$ cat src/rtl/cosim_vector_driver.sv
`default_nettype none
// ============================================================================
// Module   : cosim_vector_driver
// Purpose  : LFSR stimulus generator with settle delay, valid/ready response
//            stream and MISR signature over accepted DUT samples.
// Revision : 1.0
// ============================================================================
module cosim_vector_driver #(
  parameter logic [127:0] SEED   = 128'h1,
  parameter int           SETTLE = 1,
  parameter int           NVEC   = 256
) (
  input  logic         clk,
  input  logic         reset_n,
  input  logic         start,
  output logic         busy,
  output logic         done,
  output logic [127:0] vec_out,
  input  logic [127:0] dut_out,
  output logic         res_valid,
  input  logic         res_ready,
  output logic [127:0] res_data,
  output logic [15:0]  res_index,
  output logic [127:0] signature
);

  localparam logic [1:0]   C_IDLE     = 2'd0;
  localparam logic [1:0]   C_DRIVE    = 2'd1;
  localparam logic [1:0]   C_SEND     = 2'd2;
  localparam logic [1:0]   C_DONE     = 2'd3;
  localparam logic [127:0] C_SEED     = (SEED == 128'h0) ? 128'h1 : SEED;
  localparam logic [7:0]   C_SETTLE   = 8'(SETTLE);
  localparam logic [15:0]  C_LAST_IDX = 16'(NVEC - 1);

  logic [1:0]   r_state;
  logic [1:0]   w_next_state;
  logic [7:0]   r_cnt;
  logic [127:0] r_vec;
  logic [127:0] r_res_data;
  logic [127:0] r_sig;
  logic [15:0]  r_idx;
  logic         w_start_ok;
  logic         w_handshake;
  logic         w_last;

  // x^128 + x^127 + x^126 + x^121 + 1, shared by stimulus LFSR and MISR
  function automatic logic fb(input logic [127:0] x);
    return x[127] ^ x[126] ^ x[125] ^ x[120];
  endfunction

  assign w_start_ok  = start && ((r_state == C_IDLE) || (r_state == C_DONE));
  assign w_handshake = (r_state == C_SEND) && res_ready;
  assign w_last      = (r_idx == C_LAST_IDX);

  always_ff @(posedge clk or negedge reset_n) begin
    if (!reset_n) begin
      r_state <= C_IDLE;
    end else begin
      r_state <= w_next_state;
    end
  end

  always_comb begin
    w_next_state = r_state;
    case (r_state)
      C_IDLE, C_DONE: if (start) w_next_state = C_DRIVE;
      C_DRIVE:        if (r_cnt == 8'd0) w_next_state = C_SEND;
      C_SEND:         if (res_ready) w_next_state = w_last ? C_DONE : C_DRIVE;
      default:        w_next_state = C_IDLE;
    endcase
  end

  always_comb begin
    busy      = (r_state == C_DRIVE) || (r_state == C_SEND);
    done      = (r_state == C_DONE);
    res_valid = (r_state == C_SEND);
  end

  // Counter is loaded with SETTLE and sampling happens once it has reached
  // zero, so dut_out is captured SETTLE+1 edges after vec_out changes.
  always_ff @(posedge clk or negedge reset_n) begin
    if (!reset_n) begin
      r_cnt      <= 8'd0;
      r_vec      <= 128'h0;
      r_res_data <= 128'h0;
      r_sig      <= 128'h0;
      r_idx      <= 16'd0;
    end else if (w_start_ok) begin
      r_cnt <= C_SETTLE;
      r_vec <= C_SEED;
      r_sig <= 128'h0;
      r_idx <= 16'd0;
    end else if (r_state == C_DRIVE) begin
      if (r_cnt != 8'd0) begin
        r_cnt <= r_cnt - 8'd1;
      end else begin
        r_res_data <= dut_out;
      end
    end else if (w_handshake) begin
      r_sig <= {r_sig[126:0], fb(r_sig)} ^ r_res_data;
      if (!w_last) begin
        r_idx <= r_idx + 16'd1;
        r_vec <= {r_vec[126:0], fb(r_vec)};
        r_cnt <= C_SETTLE;
      end
    end
  end

  assign vec_out   = r_vec;
  assign res_data  = r_res_data;
  assign res_index = r_idx;
  assign signature = r_sig;

endmodule
`default_nettype wire

$ cat config.mk
export PLATFORM = sky130hd
export DESIGN_NAME = cosim_vector_driver
export DESIGN_NICKNAME = d
export VERILOG_FILES = /design/src/rtl/cosim_vector_driver.sv
export SDC_FILE = /design/constraint.sdc
export NUM_CORES = 1
export LEC_CHECK = 0
export ABC_AREA = 0
export CORE_MARGIN = 2
export CORE_UTILIZATION = 30
export CTS_BUF_LIST = sky130_fd_sc_hd__clkbuf_8
export DETAILED_ROUTE_END_ITERATION = 8
export REMOVE_ABC_BUFFERS = 1
export SLEW_MARGIN = 40
export SYNTH_ARGS = -nofsm -noshare
export SYNTH_HDL_FRONTEND = slang
export SYNTH_SLANG_ARGS = --single-unit
$ cat constraint.sdc
create_clock -name clk -period 3 [get_ports clk]
set_clock_uncertainty 0.1 [all_clocks]
set_input_delay 0.9 -clock clk [delete_from_list [all_inputs] [get_ports clk]]
set_output_delay 0.9 -clock clk [all_outputs]
set_load 0.005 [all_outputs]
Yosys cells after proc, flatten, opt, wreduce, memory -nomap -nowiden
Cells that the tools add are included.
- shift operators: 0
- reduce and logical (&&, ||, !) cells: 15
- multiplexer cells: 21
- eq/ne operators: 11
- $lt $le $gt $ge: 0
- multipliers: 0
- div/mod/pow operators: 0
- bitwise operators: 9
- $add $sub $neg: 2
- operators with widths (kind ; number):
    128-bit two-way mux ; 7
    128-bit XOR ; 1
    16-bit two-way mux ; 4
    8-bit two-way mux ; 5
    16-bit by 1-bit adder with 16-bit output (second input constant) ; 1
    16-bit by 8-bit equality test with 1-bit output (second input constant) ; 1
    3-bit AND reduction ; 4
    8-bit zero test ; 1
    2-bit two-way mux ; 4
    2-bit inequality test (second input constant) ; 4
    8-bit nonzero test ; 1
    8-bit by 1-bit subtractor with 8-bit output (second input constant) ; 1
    3-bit by 2-bit inequality test with 1-bit output (second input constant) ; 2
    2-bit one-hot mux with 3 select lines ; 1
    1-bit XOR ; 6
    2-bit equality test (second input constant) ; 2
    3-bit nonzero test ; 1
    2-bit by 1-bit equality test with 1-bit output (second input constant) ; 1
    1-bit logical AND ; 2
    2-bit zero test ; 1
    1-bit logical OR ; 2
    2-bit by 1-bit inequality test with 1-bit output (second input constant) ; 1
    1-bit inverter ; 2
    2-bit AND reduction ; 1
    2 further kinds ; 2
- ROM bits: 0
- logic and storage cells: 64
- output and inout port bits: 403
- latch bits: 0
- bits in writable memories: 0
- memories kept: 0
- flip-flop bits (word level): 410

Longest topological paths before layout
Gate-level depths: netlist of the first run.
- depth in word-level cells: 7
- gate-level depth with buffers: 9

Worst setup path after synthesis of the first run
Ideal clock, no wire load.
- path type: input to register
- start: input port start
- end: register r_idx[1], in the netlist res_index[1]
- path buffers: 3
- required time: 2.834 ns
- stages: 7
- arrival time: 2.281 ns
- library setup time: 0.066 ns
- slack: 0.552 ns
- cell sequence: and2_1 > clkbuf_1 > nor3_1 > nor2b_1 > buf_2 > clkbuf_1 > a22o_1
- word-level cells in the longest chain between the ends: 3
- RTL lines (element ; line ; RTL):
    start: declaration ; 15 ; input logic start,
    1-bit logical AND * ; 51 ; assign w_start_ok = start && ((r_state == C_IDLE) || (r_state == C_DONE));
    2-bit inequality test (no source line) or 2-bit nonzero test (tied branches) ; -- ;
    3-bit AND reduction (no source line) ; -- ;
    end signal: assignment ; 102 ; r_idx <= r_idx + 16'd1;
    end: declaration ; 41 ; logic [15:0] r_idx;
Every way passes the cells marked *; elsewhere a longest branch is shown, timed or not.
A chain may end at the register's enable or synchronous reset.

Final worst setup path of the first run
- start: register r_state[0]
- end: output port done
- word-level cells in the longest chain between the ends: 1
- RTL lines (element ; line ; RTL):
    start: declaration ; 35 ; logic [1:0] r_state;
    start signal: assignment ; 59 ; r_state <= w_next_state;
    2-bit equality test ; 75 ; done = (r_state == C_DONE);
    end: declaration ; 17 ; output logic done,
Every way passes these cells.

==> results.txt, run 1 <==
The flow ran to the end, and the final reports show no timing, DRC or antenna violations. Setup repair after global routing left no endpoint under its margin. The minimum clock period came out at 2810 ps. The initial antenna violation count is 2.

For this run, the post-layout net count is 1882. The distinct cell type count after synthesis is 43. The half-perimeter wire length after placement is ~38 mm. The cell area after synthesis is 16400 µm².

The final wirelength came out at 53.0 mm. The share of the Yosys chip area taken by registers is 0.624. The CTS tree is done. The library cell with the largest summed area after synthesis is dfrtp_1.

The share of the core filled with cells in the final layout came out at 0.457. The relative slew slack came out at 0.502. For this configuration, the core starts out at a cell density of 0.304. The area share of the largest cell type after synthesis came out at 0.624. The standby leakage power is approximately 11 nW.

The final critical-path setup slack is 193 ps. The critical path data required time is roughly 2000 ps. The clock net sink count is 410. The post-detailed-route via-to-cell ratio is 4.88. The number of maximum-capacitance violations is 0. The maximum number of pins on one net before global-route repair is 73. The weighted congestion at the end of routability-driven global placement came out at 0.822. The count of antenna-violating nets left after detailed routing came out at 0. The count of buffers inserted at the top-level ports came out at around 530.

The library cell used most frequently in the layout, excluding fill and tap cells, is clkdlybuf4s50_1. The highest net fanout along the worst path came out at 3. The final total negative setup slack came out at 0 ps.

The Yosys step of the flow raised 0 warnings. The endpoint class of the critical path is a primary output. The post-synthesis area per instance came out at 14.3 µm². After detailed routing, the average wire length per cell comes to 21.2 µm. In this run, post-CTS hold repair placed 0 buffers. The number of iterations in the first detailed-routing pass came out at 6. The total routing usage reported by global routing is 0.183. The source-to-sink clock delay at the later pin of the worst-skew pair came out at 640 ps. The number of slew-limit violations in the final report came out at 0. In the synthesized netlist the dominant register cell turns out to be dfrtp_1.

The fraction of layout instances using a drive strength above 1 is 0.172. The share of the clock period used by the worst path came out at 0.936. The worst setup timing slack at the placement stage came out at 83.8 ps. The worst hold path belongs to the class input pin to asynchronous set/reset pin.

The total power draw is around 20 mW. The die is 238 µm tall. During I/O placement, the number of pins put on the boundary was 535.

The smallest hold slack came out at 139 ps. The total power density per cell area is 821 nW/µm². After detailed routing, the number of remaining DRC violations is 0. The full die area came out at 56700 µm². The clock passes through at most 3 buffers. The global-route wire length before repair came out at 79.4 mm.

Leaving out fill and tap cells, the most frequent cells in the layout are clkdlybuf4s50_1, dfrtp_1, a22o_1. The total via count after detailed routing is 12200. Data arrives at the worst endpoint at 1810 ps. The H-tree was split into 3 levels. By area the synthesized netlist is led by dfrtp_1, a22o_1, mux2_2.

The maximum clock frequency is between 300 and 400 MHz. The core area is 54000 µm². The area growth from synthesis to layout is 50.0%. After synthesis, the share of flip-flops with an asynchronous set or reset is 1.00. The final setup violation count is 0. The synthesized instance count is 1153. The count of standard-cell rows came out at 85.

The clock-pin slew on the worst setup and hold paths came out at 60 ps. After synthesis the netlist holds a flip-flop and latch count of between 400 and 500. For the pin with the worst max-slew slack, the measured transition is 738 ps.

STA classifies the critical path startpoint as a flip-flop. The clock buffer count from CTS is 76. The tree is rooted in a clkbuf_8. The number of global-route vias before repair is 12600.

The iteration-0 DRC count of the detailed router came out at 736. The synthesized design contains 0 enable-type register cells. The worst supply voltage drop on vdd came out at 0.427 mV. The aggregate global routing overflow came out at 0.

The type of the worst setup path is flip-flop to primary output. The die width came out at 238 µm. The final hold violation count is 0.
-- through the flow --
stage	cell area (µm²)	instances
global placement	23000	2360
CTS	24700	2500
floorplan	16100	1077
finish	24700	2503
global route	24700	2502
detailed placement	23000	2360
-- final timing paths --
path / start / endpoint / slack [ps] / cells past startpoint
hold reg to reg: vec_out[117] / vec_out[118] / 410 / 1
max in group asynchronous: reset_n / signature[62] / 1810 / 2
setup reg to reg: r_cnt[4] / res_data[126] / 310 / 5
hold / removal: reset_n / res_data[116] / 140 / 1
min in group clk: vec_out[117] / vec_out[118] / 410 / 1
setup / recovery: r_state[0] / done / 190 / 3
-- synthesized netlist by cell type, types with 8 or more instances --
cell type  instances
mux2_2           118
nand2_1           19
clkbuf_1          39
xor2_1           129
buf_2             26
or4_1             12
a21oi_1           16
dfrtp_1          410
nand3_1            8
inv_1             12
mux2_1            11
a22o_1           258
buf_4             11
-- flip-flops by register name, summed over array words and instances, names as in the netlist --
name,cells
res_index,16
res_data,128
r_state,2
signature,128
r_cnt,8
vec_out,128
-- layer usage --
| metal | wire length (µm) | up-vias | global-route usage |
|---|---|---|---|
| met4 | 1580 | 0 | 0.0667 |
| met1 | 21700 | 6241 | 0.231 |
| met5 | 0 | - | 0 |
| met3 | 3210 | 100 | 0.0494 |
| li1 | - | 5467 | - |
| met2 | 26500 | 405 | 0.303 |
-- timing repair --
item / CTS / global route
endpoints found under the setup margin: 1 / 0
setup buffers: 2 / 0
endpoints found under the hold margin: 0 / 0
gates resized for setup: 2 / 0
-- where the power goes --
group	switching [mW]	internal (mW)	total [mW]
combinational	2.30	3.98	6.28
sequential	1.42	6.81	8.24
clock	2.44	3.29	5.73
total	6.16	14.1	20.2
-- kinds of logic after synthesis --
| logic type | Yosys count | share of synthesized area |
|---|---|---|
| AO/OA/AOI/OAI | 305 | 0.157 |
| multiplexers | 136 | 0.0926 |
| XOR/XNOR | 134 | 0.0714 |
| adder cells (fa/ha/maj) | 6 | 0.00456 |
| buffers and inverters | 88 | 0.0246 |
| flip-flops | 410 | 0.624 |
| AND/OR/NAND/NOR | 74 | 0.0265 |
-- critical path: stages (launching register included) --
cell             delay, ps
dfrtp_1                380
buf_4                  140
ha_1                   210
clkdlybuf4s50_1        460
-- final cells by class --
cell class / instances / area (µm²)
Fill cell: 4932 / 29400
Sequential cell: 410 / 10300
Timing Repair Buffer: 589 / 5990
Multi-Input combinational cell: 655 / 5830
Clock buffer: 105 / 1450
Tap cell: 696 / 871
Clock inverter: 33 / 215
Inverter: 12 / 45.0
Antenna cell: 3 / 7.51
(Power assumes the default switching activity.)
==> inputs of run 2 (changes only) <==
- CORE_MARGIN: 2 -> 10
- GPL_TIMING_DRIVEN: default -> 0
==> run 2 against run 1 <==
Net effect: first-iteration DRC count decreased by 6.1%; routed wire length up 8.6%; setup slack got worse by 56 ps; non-clock buffer count fell by 1; via count increased by 0.44%; clock-buffer cell count decreased by 12; hold slack got worse by 39 ps; critical endpoint is now signature[5]; sequential share of layout area increased by 0.11 points; highest routed layer is now met5; total power is 0.92% lower.
==> results.txt, run 2 (synthesized netlist as in run 1, its figures left out) <==
The flow ran to the end, and the final reports show no timing, DRC or antenna violations. After detailed routing, the met3 layer carries 4.19 mm of wire. The depth of the worst register-to-register path came out at 8. Of the cells placed in the final design, the portion with a size suffix greater than 1 is 0.168. The die is 254 µm tall. The worst supply voltage drop on vdd is 0.464 mV. Summed over all layers, the routed wires come to 57.5 mm. After global routing the overflow that remains totals 0. The core area is 54000 µm². The CTS tree is done.

The post-layout net count is between 1500 and 2000. The total via count after detailed routing came out at 12300. The cell sitting at the root of the clock tree is a clkbuf_8. The placed instance count is 2346. The count of standard-cell rows came out at 85. Of the total power, registers draw 0.405. The global-route wire length before repair came out at 85.3 mm. The maximum clock insertion buffer count came out at 3. The number of maximum-capacitance violations is 0. The smallest hold slack is 99.7 ps. The worst setup path is launched from an input pin. The data arrival at the endpoint of the critical path is 3280 ps. The share of the clock period used by the worst path is 0.954.

Routed signal wires occupy layers up through met5. For this run, the detailed router's first-pass iteration total came to 5. The final total negative setup slack is 0 ps. The highest net fanout along the worst path came out at 14. The clock-pin slew on the worst setup and hold paths came out at 50 ps. The initial antenna violation count is 3. The path class of the tightest hold or removal check is input pin to asynchronous set/reset pin.

The type of the worst setup path is input pin to flip-flop. In the routed design, unresolved DRC markers number 0. Dividing the detail-routed via count by the number of cells gives 4.92.

Dividing total power by cell area gives a power density of 816 nW/µm². The endpoint class of the critical path is a flip-flop. The number of standard cells in the layout, taps in and fillers out came out at 2493.

The fill cell instance count of the final layout came out at 4912. The final critical-path setup slack is 137 ps. The switching power share of the total is 0.312. The total power draw came out at around 20 mW. Setup repair after global routing left no endpoint under its margin. At the later pin of the worst-skew pair, clock insertion delay measures 650 ps. The share of the core filled with cells in the final layout is 0.455. The portion of total power attributed to the clock network is 0.270.

The relative slew slack is 0.602. In the final routed layout, each cell accounts on average for 23.1 µm. The count of buffers inserted at the top-level ports came out at 534. The clock net sink count came out at 410. Summed over all nets, wire length on met2 after detailed routing comes to approximately 29 mm. The starting density of the core came out at 0.304. The internal power of the cells totals 13.8 mW. The count of nets left with antenna violations once routing finished came out at 0.

The relative contribution of combinational cells to total power is 0.325. In this run the count of I/O pins placed on the die edge is ~540. The reported net switching power is 6.27 mW. The iteration-0 DRC count of the detailed router is 691.

The weighted congestion at the end of routability-driven global placement came out at 0.797. The standby leakage power came out at 11.3 nW. The die width came out at approximately 250 µm. Leaving out fill and tap cells, the most frequent cell in the layout is clkdlybuf4s50_1. Setup violations remaining at the end of the flow were counted as 0.

The critical path data required time came out at 3420 ps. The clock buffer count from CTS came out at 77. The number of global-route vias before repair is roughly 13000. The full die area is 64600 µm².

The H-tree generated during clock tree synthesis spans 3 levels. The area growth from synthesis to layout is 49.6%. The minimum clock period is 2860 ps.

The maximum number of pins on one net before global-route repair is 69. The maximum clock frequency is 349 MHz. The half-perimeter wire length after placement came out at 42.9 mm.

The final hold violation count is 0. The total routing usage reported by global routing came out at 0.173. The final instance area came out at 24600 µm². The hold buffer count at CTS is 0.

The top cell types in the final layout, fill and taps aside, are clkdlybuf4s50_1, dfrtp_1, a22o_1. The routed length on met1 came out at approximately 22 mm. The transition time at the pin with the least slew margin is about 590 ps. The worst setup timing slack at the placement stage is -975 ps.

The standard cell area after detailed placement came out at around 23000 µm². The number of slew-limit violations in the final report came out at 0.
## run 2: path summary, 6_finish.rpt
| check | startpoint | end | slack, ps |
|---|---|---|---|
| max reg2reg | r_state[1] | vec_out[35] | 210 |
| min in group clk | vec_out[112] | vec_out[113] | 390 |
| min reg2reg | vec_out[112] | vec_out[113] | 390 |
| max | start | signature[5] | 140 |
| min | reset_n | vec_out[37] | 100 |
| max in group asynchronous | reset_n | res_data[122] | 1370 |
## run 2: power groups by stage
stage	registers (mW)	logic (mW)	clock network, mW
floorplan	8.05	2.66	0
global placement	8.16	6.58	0
detailed placement	8.20	6.52	0
CTS	8.13	6.60	5.62
global route	8.33	7.04	5.88
finish	8.12	6.53	5.41
## run 2: cell type report
class,count,area [µm²],share of cell area
inverters,12,45.0,0.00183
clock inverters,37,238,0.00966
flip-flops and latches,410,10300,0.417
clock buffers,93,1280,0.0520
repair buffers,588,6040,0.246
multi-input cells,655,5860,0.238
diodes,2,5.00,0.000203
well taps,696,871,0.0354
## run 2: metal layers
| layer | up-vias | track usage |
|---|---|---|
| met5 | - | 0 |
| met4 | 4 | 0.0532 |
| met3 | 82 | 0.0609 |
| met2 | 361 | 0.295 |
| met1 | 6374 | 0.202 |
| li1 | 5446 | - |
## run 2: worst max-delay path: stages
cell and delay (ps):
clkdlybuf4s50_1 560, and2_2 330, nor3_4 60, buf_4 170
buf_4 170, buf_4 170, buf_4 170, buf_4 170
buf_4 200, buf_4 190, a22o_1 180
## run 2: timing repair
item / 4_1_cts / 5_1_grt
pin swaps: 2 / 1
resized for setup: 4 / 1
endpoints found under the setup margin: 89 / 134
setup buffers: 5 / 11
==> inputs of run 3 (changes only) <==
- CORE_AREA: default -> 10 10 202 204
- CORE_MARGIN: 10 -> default
- CORE_UTILIZATION: 30 -> default
- DIE_AREA: default -> 0 0 212 214
- PLACE_DENSITY: default -> 0.78
==> run 3 against run 2 <==
Net effect: core utilization is 19 points higher; largest cell class unchanged; setup slack worse by 42 ps; combinational power hardly changed; register-to-register slack worse by 30 ps; final area is 2.2% lower; via count is 0.62% higher; routed wire length is 4.3% lower; sequential power is 0.5% higher; final cell count is 9.7% lower; flip-flop and latch count stayed put; critical path depth is 2 lower.
==> results.txt, run 3 (synthesized netlist as in run 1, its figures left out) <==
The clock drives 410 sinks. The first global-routing pass estimated slightly above 80 mm of wire. STA classifies the critical path startpoint as an input pin. The fraction of layout instances using a drive strength above 1 is 0.160. The worst setup path is captured at a flip-flop. The footprint of the multi-input gates is 5870 µm². The area growth from synthesis to layout is 46.3%. The min-delay analysis places its worst path in the category input pin to asynchronous set/reset pin.

The design internal power came out at 13.4 mW. The switching power share of the total is 0.316. TritonCTS built the clock tree. The total via count after detailed routing is 12300.

The die covers 45400 µm². The routed length per placed instance is 24.5 µm. The total overflow left after global routing is 0. Measured along the y axis, the die boundary spans 214 µm. The detail route stage leaves a number of antenna-violating nets equal to 0. The run finished with clean final reports.

The count of buffers inserted at the top-level ports came out at ~530. The hold buffer count at CTS came out at 0. The total routing usage reported by global routing is 0.238.

The first routing iteration left just under 700 violations. Across the whole layout, storage elements account for 10300 µm². The data arrival at the endpoint of the critical path is between 3000 and 4000 ps. After detailed routing, the number of remaining DRC violations is 0. The transition time at the pin with the least slew margin is 757 ps.

TritonCTS created 70 clock buffers. The weighted congestion at the end of routability-driven global placement is approximately 0.85. The initial antenna violation count is 3. The share of total power dissipated in sequential elements is 0.417. The number of maximum-capacitance violations is 0. The number of global-route vias before repair came out at 12900. The core area came out at around 37000 µm². The maximum clock insertion buffer count is 3. The clock-pin slew on the worst setup and hold paths came out at 60 ps.

The die is ~210 µm wide. The half-perimeter wire length after placement is 40.7 mm. The clock tree synthesis step divided the H-tree into 3 levels.

The most common cell after layout, fill and taps aside is clkdlybuf4s50_1. The finished cells cover 24100 µm². The maximum clock frequency is 344 MHz. For this design the ratio of total power to cell area is 812 nW/µm². Leaving out fill and tap cells, the most frequent cells in the layout are clkdlybuf4s50_1, dfrtp_1, a22o_1. The relative contribution of combinational cells to total power is 0.334. Timing analysis after detailed placement gives a worst setup slack of -691 ps.

The final hold violation count came out at 0. The post-layout net count came out at 1865. The worst supply voltage drop on vdd is 0.529 mV.

The post-detailed-route via-to-cell ratio came out at between 5 and 6. The relative slew slack came out at 0.489. Summed over all failing endpoints, the final setup total negative slack is 0 ps. The final wirelength is 55.0 mm.

The setup path with the least slack is of type input pin to flip-flop. Pin placement for this block handled ~540 I/O pins. Setup repair after global routing left no endpoint under its margin.

The minimum clock period came out at 2910 ps. The number of slew-limit violations in the final report came out at 0. The final setup violation count is 0. The buffer type at the clock tree root is clkbuf_8.

The number of iterations in the first detailed-routing pass is 5. The source-to-sink clock delay at the later pin of the worst-skew pair is 610 ps. The completed layout was analyzed and its total power is 19.5 mW. The starting density of the core is 0.444. The fill cell instance count of the final layout came out at 2696. The standby leakage power came out at 11.1 nW. In this run the worst path has a maximum fanout of 10. The count of standard-cell rows is 71. Once placement finished, the instance area stood at 22600 µm². The share of the clock period used by the worst path came out at 0.968. Entering global routing, the biggest net connects 74 pins.

The analysis attributes to net switching a power of 6.17 mW. The share of total power dissipated in the clock network is 0.248. Data on the critical path is required at its endpoint by ~3400 ps. The final critical-path setup slack came out at about 95 ps.
[run 3: cell count changes in the layout (fill, tap and decap cells not counted), moves of 3 or more]
cell      previous run  this run
buf_4               28        13
clkbuf_8            93        85
buf_2                5         9
inv_1               34        30
buf_12               9         6
inv_6                2         5
[run 3: worst max-delay path, stage by stage]
cell and delay (ps):
clkdlybuf4s50_1 480, and2_1 300, nor3_2 420, buf_2 240, buf_4 190, buf_2 250, buf_4 200, buf_2 190
a22o_1 150
[run 3: per-layer routing]
metal | vias up | track usage | share of wire
met2 | 476 | 0.399 | 0.51
met3 | 103 | 0.0833 | 0.081
met4 | 0 | 0.0887 | 0.033
li1 | 5415 | - | -
met1 | 6349 | 0.275 | 0.38
met5 | - | 0 | 0
[run 3: power groups by stage]
| stage | combinational (mW) | sequential, mW | clock [mW] |
|---|---|---|---|
| CTS | 6.60 | 8.16 | 5.00 |
| global route | 7.02 | 8.33 | 5.24 |
| floorplan | 2.66 | 8.05 | 0 |
| global placement | 6.42 | 8.16 | 0 |
| detailed placement | 6.48 | 8.22 | 0 |
| finish | 6.53 | 8.16 | 4.86 |
[run 3: what timing repair did]
action,4_1_cts,5_1_grt
buffers inserted,4,0
gates resized for setup,2,1
setup endpoints to repair,115,60
gates cloned,1,0
pin swaps,3,0
[run 3: area by class of cell]
cell class	count	share of cell area
Antenna cell	2	0.000208
Timing Repair Buffer	577	0.247
Multi-Input combinational cell	656	0.244
Clock buffer	85	0.0486
Clock inverter	34	0.00723
Tap cell	474	0.0246
Inverter	12	0.00187
Sequential cell	410	0.426
[run 3: metrics by stage]
| step | utilization | hold slack, ps | instances |
|---|---|---|---|
| 2_1_floorplan | - | 406 | 1077 |
| 3_3_place_gp | 0.595 | 400 | 2085 |
| 3_5_place_dp | 0.611 | 407 | 2124 |
| 4_1_cts | 0.649 | 49.1 | 2248 |
| 5_1_grt | 0.650 | 61.9 | 2250 |
| 6_report | 0.650 | 81.7 | 2250 |
[run 3: path summary, 6_finish.rpt]
kind / startpoint / to / slack (ps) / cells past startpoint
worst max-delay path: start / signature[25] / 90 / 9
worst min-delay path: reset_n / res_data[51] / 80 / 1
worst max register to register: r_cnt[4] / res_data[104] / 180 / 5
worst min register to register: vec_out[97] / vec_out[98] / 410 / 1
max in group asynchronous: reset_n / vec_out[126] / 990 / 5
min in group clk: vec_out[97] / vec_out[98] / 410 / 1
